--- config.mk ---
export PLATFORM = sky130hd
export DESIGN_NAME = ahb_lite_responder_bridge
export DESIGN_NICKNAME = d
export VERILOG_FILES = /design/src/rtl/ahb_lite_responder_bridge.sv
export SDC_FILE = /design/constraint.sdc
export NUM_CORES = 1
export LEC_CHECK = 0
export CAP_MARGIN = 15
export CORE_AREA = 2 2 83 85
export DETAILED_ROUTE_END_ITERATION = 8
export DIE_AREA = 0 0 85 87
export GPL_TIMING_DRIVEN = 0
export PLACE_DENSITY = 0.79
export SYNTH_ARGS = -nofsm -noshare
export SYNTH_HDL_FRONTEND = slang
export SYNTH_SLANG_ARGS = --single-unit
--- constraint.sdc ---
create_clock -name hclk -period 2.2 [get_ports hclk]
set_input_delay 0.22 -clock hclk [delete_from_list [all_inputs] [get_ports hclk]]
set_output_delay 0.22 -clock hclk [all_outputs]
set_load 0.01 [all_outputs]
--- src/rtl/ahb_lite_responder_bridge.sv ---
// AHB-Lite responder endpoint that turns pipelined address/data phases into
// single-beat client requests, with wait states, two-cycle ERROR and byte strobes.
`default_nettype none

module ahb_lite_responder_bridge #(
    parameter int AHB_LITE_ADDR_WIDTH = 32,
    parameter int AHB_LITE_DATA_WIDTH = 32,
    parameter int CLIENT_ADDR_WIDTH   = 16
) (
    input  logic                               hclk,
    input  logic                               hreset_n,
    input  logic [AHB_LITE_ADDR_WIDTH-1:0]     haddr_i,
    input  logic [AHB_LITE_DATA_WIDTH-1:0]     hwdata_i,
    input  logic                               hsel_i,
    input  logic                               hwrite_i,
    input  logic                               hready_i,
    input  logic [1:0]                         htrans_i,
    input  logic [2:0]                         hsize_i,
    output logic                               hresp_o,
    output logic                               hreadyout_o,
    output logic [AHB_LITE_DATA_WIDTH-1:0]     hrdata_o,
    output logic                               dv_o,
    output logic                               write_o,
    output logic [CLIENT_ADDR_WIDTH-1:0]       addr_o,
    output logic [AHB_LITE_DATA_WIDTH-1:0]     wdata_o,
    output logic [AHB_LITE_DATA_WIDTH/8-1:0]   wstrb_o,
    input  logic                               hold_i,
    input  logic [AHB_LITE_DATA_WIDTH-1:0]     rdata_i,
    input  logic                               error_i
);

    localparam int STRB_W = AHB_LITE_DATA_WIDTH / 8;
    localparam int LANE_W = (AHB_LITE_DATA_WIDTH == 64) ? 3 : 2;

    typedef enum logic [1:0] {
        ST_IDLE = 2'd0,
        ST_DATA = 2'd1,
        ST_ERR1 = 2'd2,
        ST_ERR2 = 2'd3
    } state_t;

    state_t                        state;
    logic                          accept;
    logic                          take;
    logic                          legal;
    logic                          size_bad;
    logic                          misaligned;
    logic [AHB_LITE_ADDR_WIDTH-1:0] align_mask;
    logic [LANE_W-1:0]             lane;
    logic [STRB_W-1:0]             strb;
    logic                          unused_ok;

    assign unused_ok  = htrans_i[0];

    assign accept     = hsel_i && hready_i && htrans_i[1];
    assign align_mask = (AHB_LITE_ADDR_WIDTH'(1) << hsize_i) - AHB_LITE_ADDR_WIDTH'(1);
    assign misaligned = |(haddr_i & align_mask);
    assign size_bad   = hsize_i > 3'(LANE_W);
    assign legal      = !size_bad && !misaligned;
    assign lane       = haddr_i[LANE_W-1:0];

    // A new address phase is only taken where the previous transfer is finishing
    // cleanly; an address phase overlapping a client error completion is dropped.
    assign take = accept && ((state == ST_IDLE) || (state == ST_ERR2) ||
                             ((state == ST_DATA) && !hold_i && !error_i));

    always_comb begin
        strb = '0;
        for (int i = 0; i < STRB_W; i++) begin
            if ((i >= int'(lane)) && (i < int'(lane) + (1 << int'(hsize_i))))
                strb[i] = 1'b1;
        end
    end

    always_ff @(posedge hclk or negedge hreset_n) begin
        if (!hreset_n) begin
            state   <= ST_IDLE;
            addr_o  <= '0;
            write_o <= 1'b0;
            wstrb_o <= '0;
        end else begin
            if (take) begin
                addr_o  <= haddr_i[CLIENT_ADDR_WIDTH-1:0];
                write_o <= hwrite_i;
                wstrb_o <= strb;
            end
            case (state)
                ST_IDLE: if (take) state <= legal ? ST_DATA : ST_ERR1;
                ST_DATA: begin
                    if (!hold_i) begin
                        if (error_i)   state <= ST_ERR1;
                        else if (take) state <= legal ? ST_DATA : ST_ERR1;
                        else           state <= ST_IDLE;
                    end
                end
                ST_ERR1: state <= ST_ERR2;
                ST_ERR2: state <= take ? (legal ? ST_DATA : ST_ERR1) : ST_IDLE;
                default: state <= ST_IDLE;
            endcase
        end
    end

    assign dv_o        = (state == ST_DATA);
    assign hresp_o     = (state == ST_ERR1) || (state == ST_ERR2);
    assign hreadyout_o = (state == ST_DATA) ? !hold_i : (state != ST_ERR1);
    assign hrdata_o    = (dv_o && !write_o && !hold_i) ? rdata_i : '0;
    assign wdata_o     = hwdata_i;

endmodule

`default_nettype wire

# [After elaboration in Yosys (flattened, before gate mapping)]
# Cells that the tools add are included.
[word_totals] rom_bits=0 ramBits=0 latchBits=0 mem_count=0 ff_bits=23 word_cells=57
[op_classes] magnitude_cmp=8 n_reduce_logical=22 muxes=12 div_mod_pow=0 n_bitwise=1 n_shift=2 addsub=2 n_eq_ne=6 mul=0
[ops] operator="$lt 3x32->1 const A" count=2
[ops] operator="$shl 1x3->32 const A" count=2
[ops] operator="$add 3x32->32" count=1
[ops] operator="$and 32x32->32" count=1
[ops] operator="$lt 1x32->1 const A" count=1
[ops] operator="$lt 2x32->1 const A" count=1
[ops] operator="$mux 32" count=1
[ops] operator="$reduce_or 32->1" count=1
[ops] operator="$sub 32x2->32 const B" count=1
[ops] operator="$logic_and 1x1->1" count=11
[ops] operator="$mux 2" count=5
[ops] operator="$pmux 2 s4" count=1
[ops] operator="$ne 2x2->1 const B" count=3
[ops] operator="$logic_not 1->1" count=5
[ops] operator="$mux 1" count=5
[ops] operator="$eq 2x2->1 const B" count=2
[ops] operator="$ge 1x2->1 const A" count=2
[ops] operator="$gt 3x2->1 const B" count=1
[ops] operator="$logic_or 1x1->1" count=3
[ops] operator="$eq 2x1->1 const B" count=1
[ops] operator="$ge 2x2->1 const A" count=1
[ops] operator="$logic_not 2->1" count=1
[ops] operator="$reduce_and 2->1" count=1

# [Logic depth before layout (Yosys ltp)]
[depth] word_depth=11 depth_mapped=9 depth_no_buf=9

# [Worst setup path before layout]
# No wires, ideal clock.
[synth_path] path_type="reg2reg" from="reg state[1]" to="reg write_o" path_buffers=1 slack_ns=0.335 path_stages_with_launch=8 t_arrival_ns=1.748 period_less_slack_ns=1.865 setup_time_ns=0.116 cell_sequence="dfrtp_1 > inv_1 > ha_1 > or3b_4 > a21o_4 > buf_4 > nand2_1 > nand2_1"
[synth_between] elab_chain_len=5
[synth_rtl] item="from (decl)" line_no="42" rtl="state_t state;"
[synth_rtl] item="from (signal assigned)" line_no="88" rtl="ST_IDLE: if (take) state <= legal ? ST_DATA : ST_ERR1;"
[synth_rtl] item="from (signal assigned)" line_no="92" rtl="else if (take) state <= legal ? ST_DATA : ST_ERR1;"
[synth_rtl] item="from (signal assigned)" line_no="97" rtl="ST_ERR2: state <= take ? (legal ? ST_DATA : ST_ERR1) : ST_IDLE;"
[synth_rtl] item="$eq 2x1->1"
[synth_rtl] item="net dv_o" line_no="22" rtl="output logic dv_o,"
[synth_rtl] item="$logic_and 1x1->1 (2 in a row)" line_no="65" rtl="((state == ST_DATA) && !hold_i && !error_i));"
[synth_rtl] item="$logic_or 1x1->1" line_no="64" rtl="assign take = accept && ((state == ST_IDLE) || (state == ST_ERR2) ||"
[synth_rtl] item="$logic_and 1x1->1" line_no="64"
[synth_rtl] item="to (signal assigned)" line_no="84" rtl="write_o <= hwrite_i;"
[synth_rtl] item="to (decl)" line_no="23" rtl="output logic write_o,"
# The timed path passes the listed nets, and every way through them passes these cells.
# A chain may end at the register's enable or synchronous reset.

# [Worst setup path after layout]
[layout_path] from="reg state[1]" to="out hrdata_o[19]"
[layout_between] elab_chain_len=4
[layout_rtl] item="$eq 2x1->1" line_no="103" rtl="assign dv_o = (state == ST_DATA);"
[layout_rtl] item="$logic_and 1x1->1 (2 in a row)" line_no="106" rtl="assign hrdata_o = (dv_o && !write_o && !hold_i) ? rdata_i : '0;"
[layout_rtl] item="$mux 32" line_no="106"
[layout_rtl] item="to (decl)" line_no="21" rtl="output logic [AHB_LITE_DATA_WIDTH-1:0] hrdata_o,"
# No other way between the ends.

==> flow_metrics.py <==
metrics = {
    "worst_setup_path": {
        "worstPathArrival_ps": 1830,
        "required_ps": 1980,
        "r2r_end": "state[1]",
        "cp_max_fo": 8,
        "reg2reg_setup_slack_ps": 360,
        "crit_path_end_kind": "output pin",
        "worstSetupPathType": "reg -> out",
        "r2r_start": "state[0]",
        "critPathLaunchType": "register",
        "reg2reg_depth": 7,
    },
    "drt": {
        "wl_per_cell_um": 12.7,
        "dr_total_vias": 1966,
        "viasPerCell": 4.35,
        "drc": 0,
        "first_pass_iters": 4,
        "dr.first_iter.drc_count": 72,
        "ant_nets": 0,
        "wirelength_mm": 5.76,
    },
    "hold_path": {
        "hp-class": "in -> reg",
        "hold_end": "wstrb_o[3]",
        "hold_start": "hsize_i[2]",
        "min_path_cells": 3,
    },
    "timing": {
        "maxSlewHeadroom_pct": 33.3,
        "fin_setup_tns_ps": 0,
        "worstMarginPinSlew_ps": 998,
        "setup-violations-final": 0,
        "skew_ps": 4.93,
        "fin_crit_ps": 2050,
        "fin_crit_sh_pct": 93.2,
        "grt_setup_unrepaired": "no",
        "fmax_mhz": 488,
        "hold_viol_final": 0,
        "postLayoutSetupSlackWorst_ps": 149,
        "slew_viol_final": 0,
        "whs_ps": 427,
    },
    "run_status": {
        "status": "completed",
    },
    "cts": {
        "path_clk_slew_ps": 80,
        "clock_sinks": 23,
        "h-tree-depth": 1,
        "insertion_delay_ps": 260,
        "clockBufferDepth": 2,
        "cts_tree": "yes",
        "clk_root_buffer_cell": "clkbuf_8",
        "cts_buffers": 3,
        "cts_hold_buf": 0,
    },
    "finish": {
        "area_growth_pct": 96.2,
        "num-nets-final": 492,
        "drive_gt1_share_pct": 15.1,
        "mostFrequentLayoutCell": "clkdlybuf4s50_1",
        "diodes": 0,
        "layout_common_cells": "114 x clkdlybuf4s50_1, 54 x nand2_1, 36 x buf_4, 32 x and2_1, 30 x dlygate4sd2_1",
        "layoutNonFillerInstCount": 452,
    },
    "logic_synthesis": {
        "yosysUniqueCellTypes": 35,
        "synth_area_per_cell_sq_um": 8.19,
        "syn_area_sq_um": 1760,
        "yosysSeqAreaShare_pct": 32.7,
        "yosys_most_used_dff": "dfrtp_1",
        "ys_seq_elements": 23,
        "yosysWarnings": 0,
        "synth_enable_flop_cells": 0,
        "synth_cells": 215,
        "synth_nets": 334,
        "async_reset_ff_share_pct": 100,
    },
    "global_routing": {
        "overflow": 0,
        "grt_usage_pct": 14.6,
        "grt_antenna_before_repair": 0,
        "grt_pass1_vias": 1927,
        "grt_max_degree": 24,
        "grt_pass1_wl_mm": 8.83,
    },
    "power": {
        "p_leak_nw": 1.76,
        "p_per_area_nw_per_um2": 752,
        "vdd_drop_max_uv": 458,
    },
    "floorplan": {
        "core_area_sq_um": 6570,
        "io_pins": 196,
        "placementRows": 30,
        "start_util_pct": 26.8,
        "die_width_um": 85,
        "die_y_um": 87,
        "dieArea_sq_um": 7400,
    },
    "placed_design": {
        "place.gp.congestion": 0.847,
        "place_ws_ps": -356,
        "placed_cells": 443,
        "portBuffers": 148,
        "hpwl_mm": 4.81,
    },
    "run": {
        "drv_cap": 0,
    },
}
## how the worst max path moves through the flow
stage | startpoint | to | slack, ps | depth (start not counted)
CTS | state[1] | hrdata_o[31] | 40 | 6
global placement | state[1] | hrdata_o[9] | -310 | 6
global route | state[1] | hrdata_o[8] | 40 | 7
detailed placement | state[1] | hrdata_o[23] | -360 | 6
floorplan | state[1] | write_o | 340 | 7
finish | state[1] | hrdata_o[19] | 150 | 7
## flip-flops by register name, indices dropped and copies added (netlist names)
name and flops:
wstrb_o 4, addr_o 16, write_o 1, state 2
## report_power, final
group | total, mW | internal [mW] | leakage (nW) | switching, mW
clock | 0.253 | 0.129 | 0.0228 | 0.124
combinational | 1.59 | 0.923 | 1.46 | 0.670
sequential | 0.752 | 0.624 | 0.286 | 0.128
total | 2.60 | 1.68 | 1.76 | 0.922
## metrics by stage
| stage | instance area (sq um) | power, mW | utilization [%] |
|---|---|---|---|
| after floorplan | 1760 | 1.46 | - |
| after global placement | 3340 | 2.28 | 50.9 |
| after detailed placement | 3340 | 2.32 | 50.9 |
| after CTS | 3440 | 2.64 | 52.4 |
| after global routing | 3450 | 2.81 | 52.6 |
| final | 3450 | 2.60 | 52.6 |
## timing repair
item | 4_1_cts | 5_1_grt
setup endpoints to repair | 32 | 4
cloned | 2 | 0
pin swaps | 0 | 0
setup buffers | 3 | 0
resized for setup | 44 | 5
## per-layer routing
layer / share of wire (%) / track usage, % / wire (um)
met5: 0 / 0 / 0
met4: 0.92 / 1.88 / 53
met3: 12 / 5.88 / 701
met2: 52 / 28.8 / 3000
met1: 35 / 14.6 / 2000
## critical path: stages (launching register included)
cell and delay, ps:
dfrtp_1 400, inv_2 100, ha_4 190, nor3b_4 200
buf_4 140, clkbuf_4 140, and2_1 120, dlygate4sd2_1 290
## cell usage after synthesis, types with 2 or more instances
library cell  instances  share of area (%)
a21o_1                2               0.85
o31ai_1               2               0.85
clkbuf_1              3               0.64
or2_2                 2               0.71
o21ai_0               4                1.1
o21bai_1              2               0.85
nand2b_1              2               0.71
nand3_1               2               0.57
nand2_1              54                 12
inv_1                 9                1.9
ha_1                 10                7.1
a31oi_1               2               0.71
dfrtp_1              23                 33
buf_4                33                 14
a21oi_1               6                1.7
buf_6                 2                1.3
nor3b_1               2               0.85
and2_1               32                 11
nor2_1                7                1.5
## cells by family (layout without fill, tap and decap cells)
logic type / after synthesis / after routing / share of synthesized area, %
flops: 23 / 23 / 32.7
simple gates: 105 / 105 / 28.9
buf+inv: 47 / 204 / 17.9
mux: 1 / 1 / 0.569
compound gates: 28 / 28 / 11.7
fa+ha+maj: 11 / 11 / 8.24
## cell type report
type	count	area, sq um
Inverter	9	33.8
Timing Repair Buffer	153	1490
Clock buffer	4	45.0
Sequential cell	23	576
Multi-Input combinational cell	145	896
Tap cell	80	100
Fill cell	629	3120
Buffer	38	312
No activity file was read; power rests on OpenSTA's default activity.
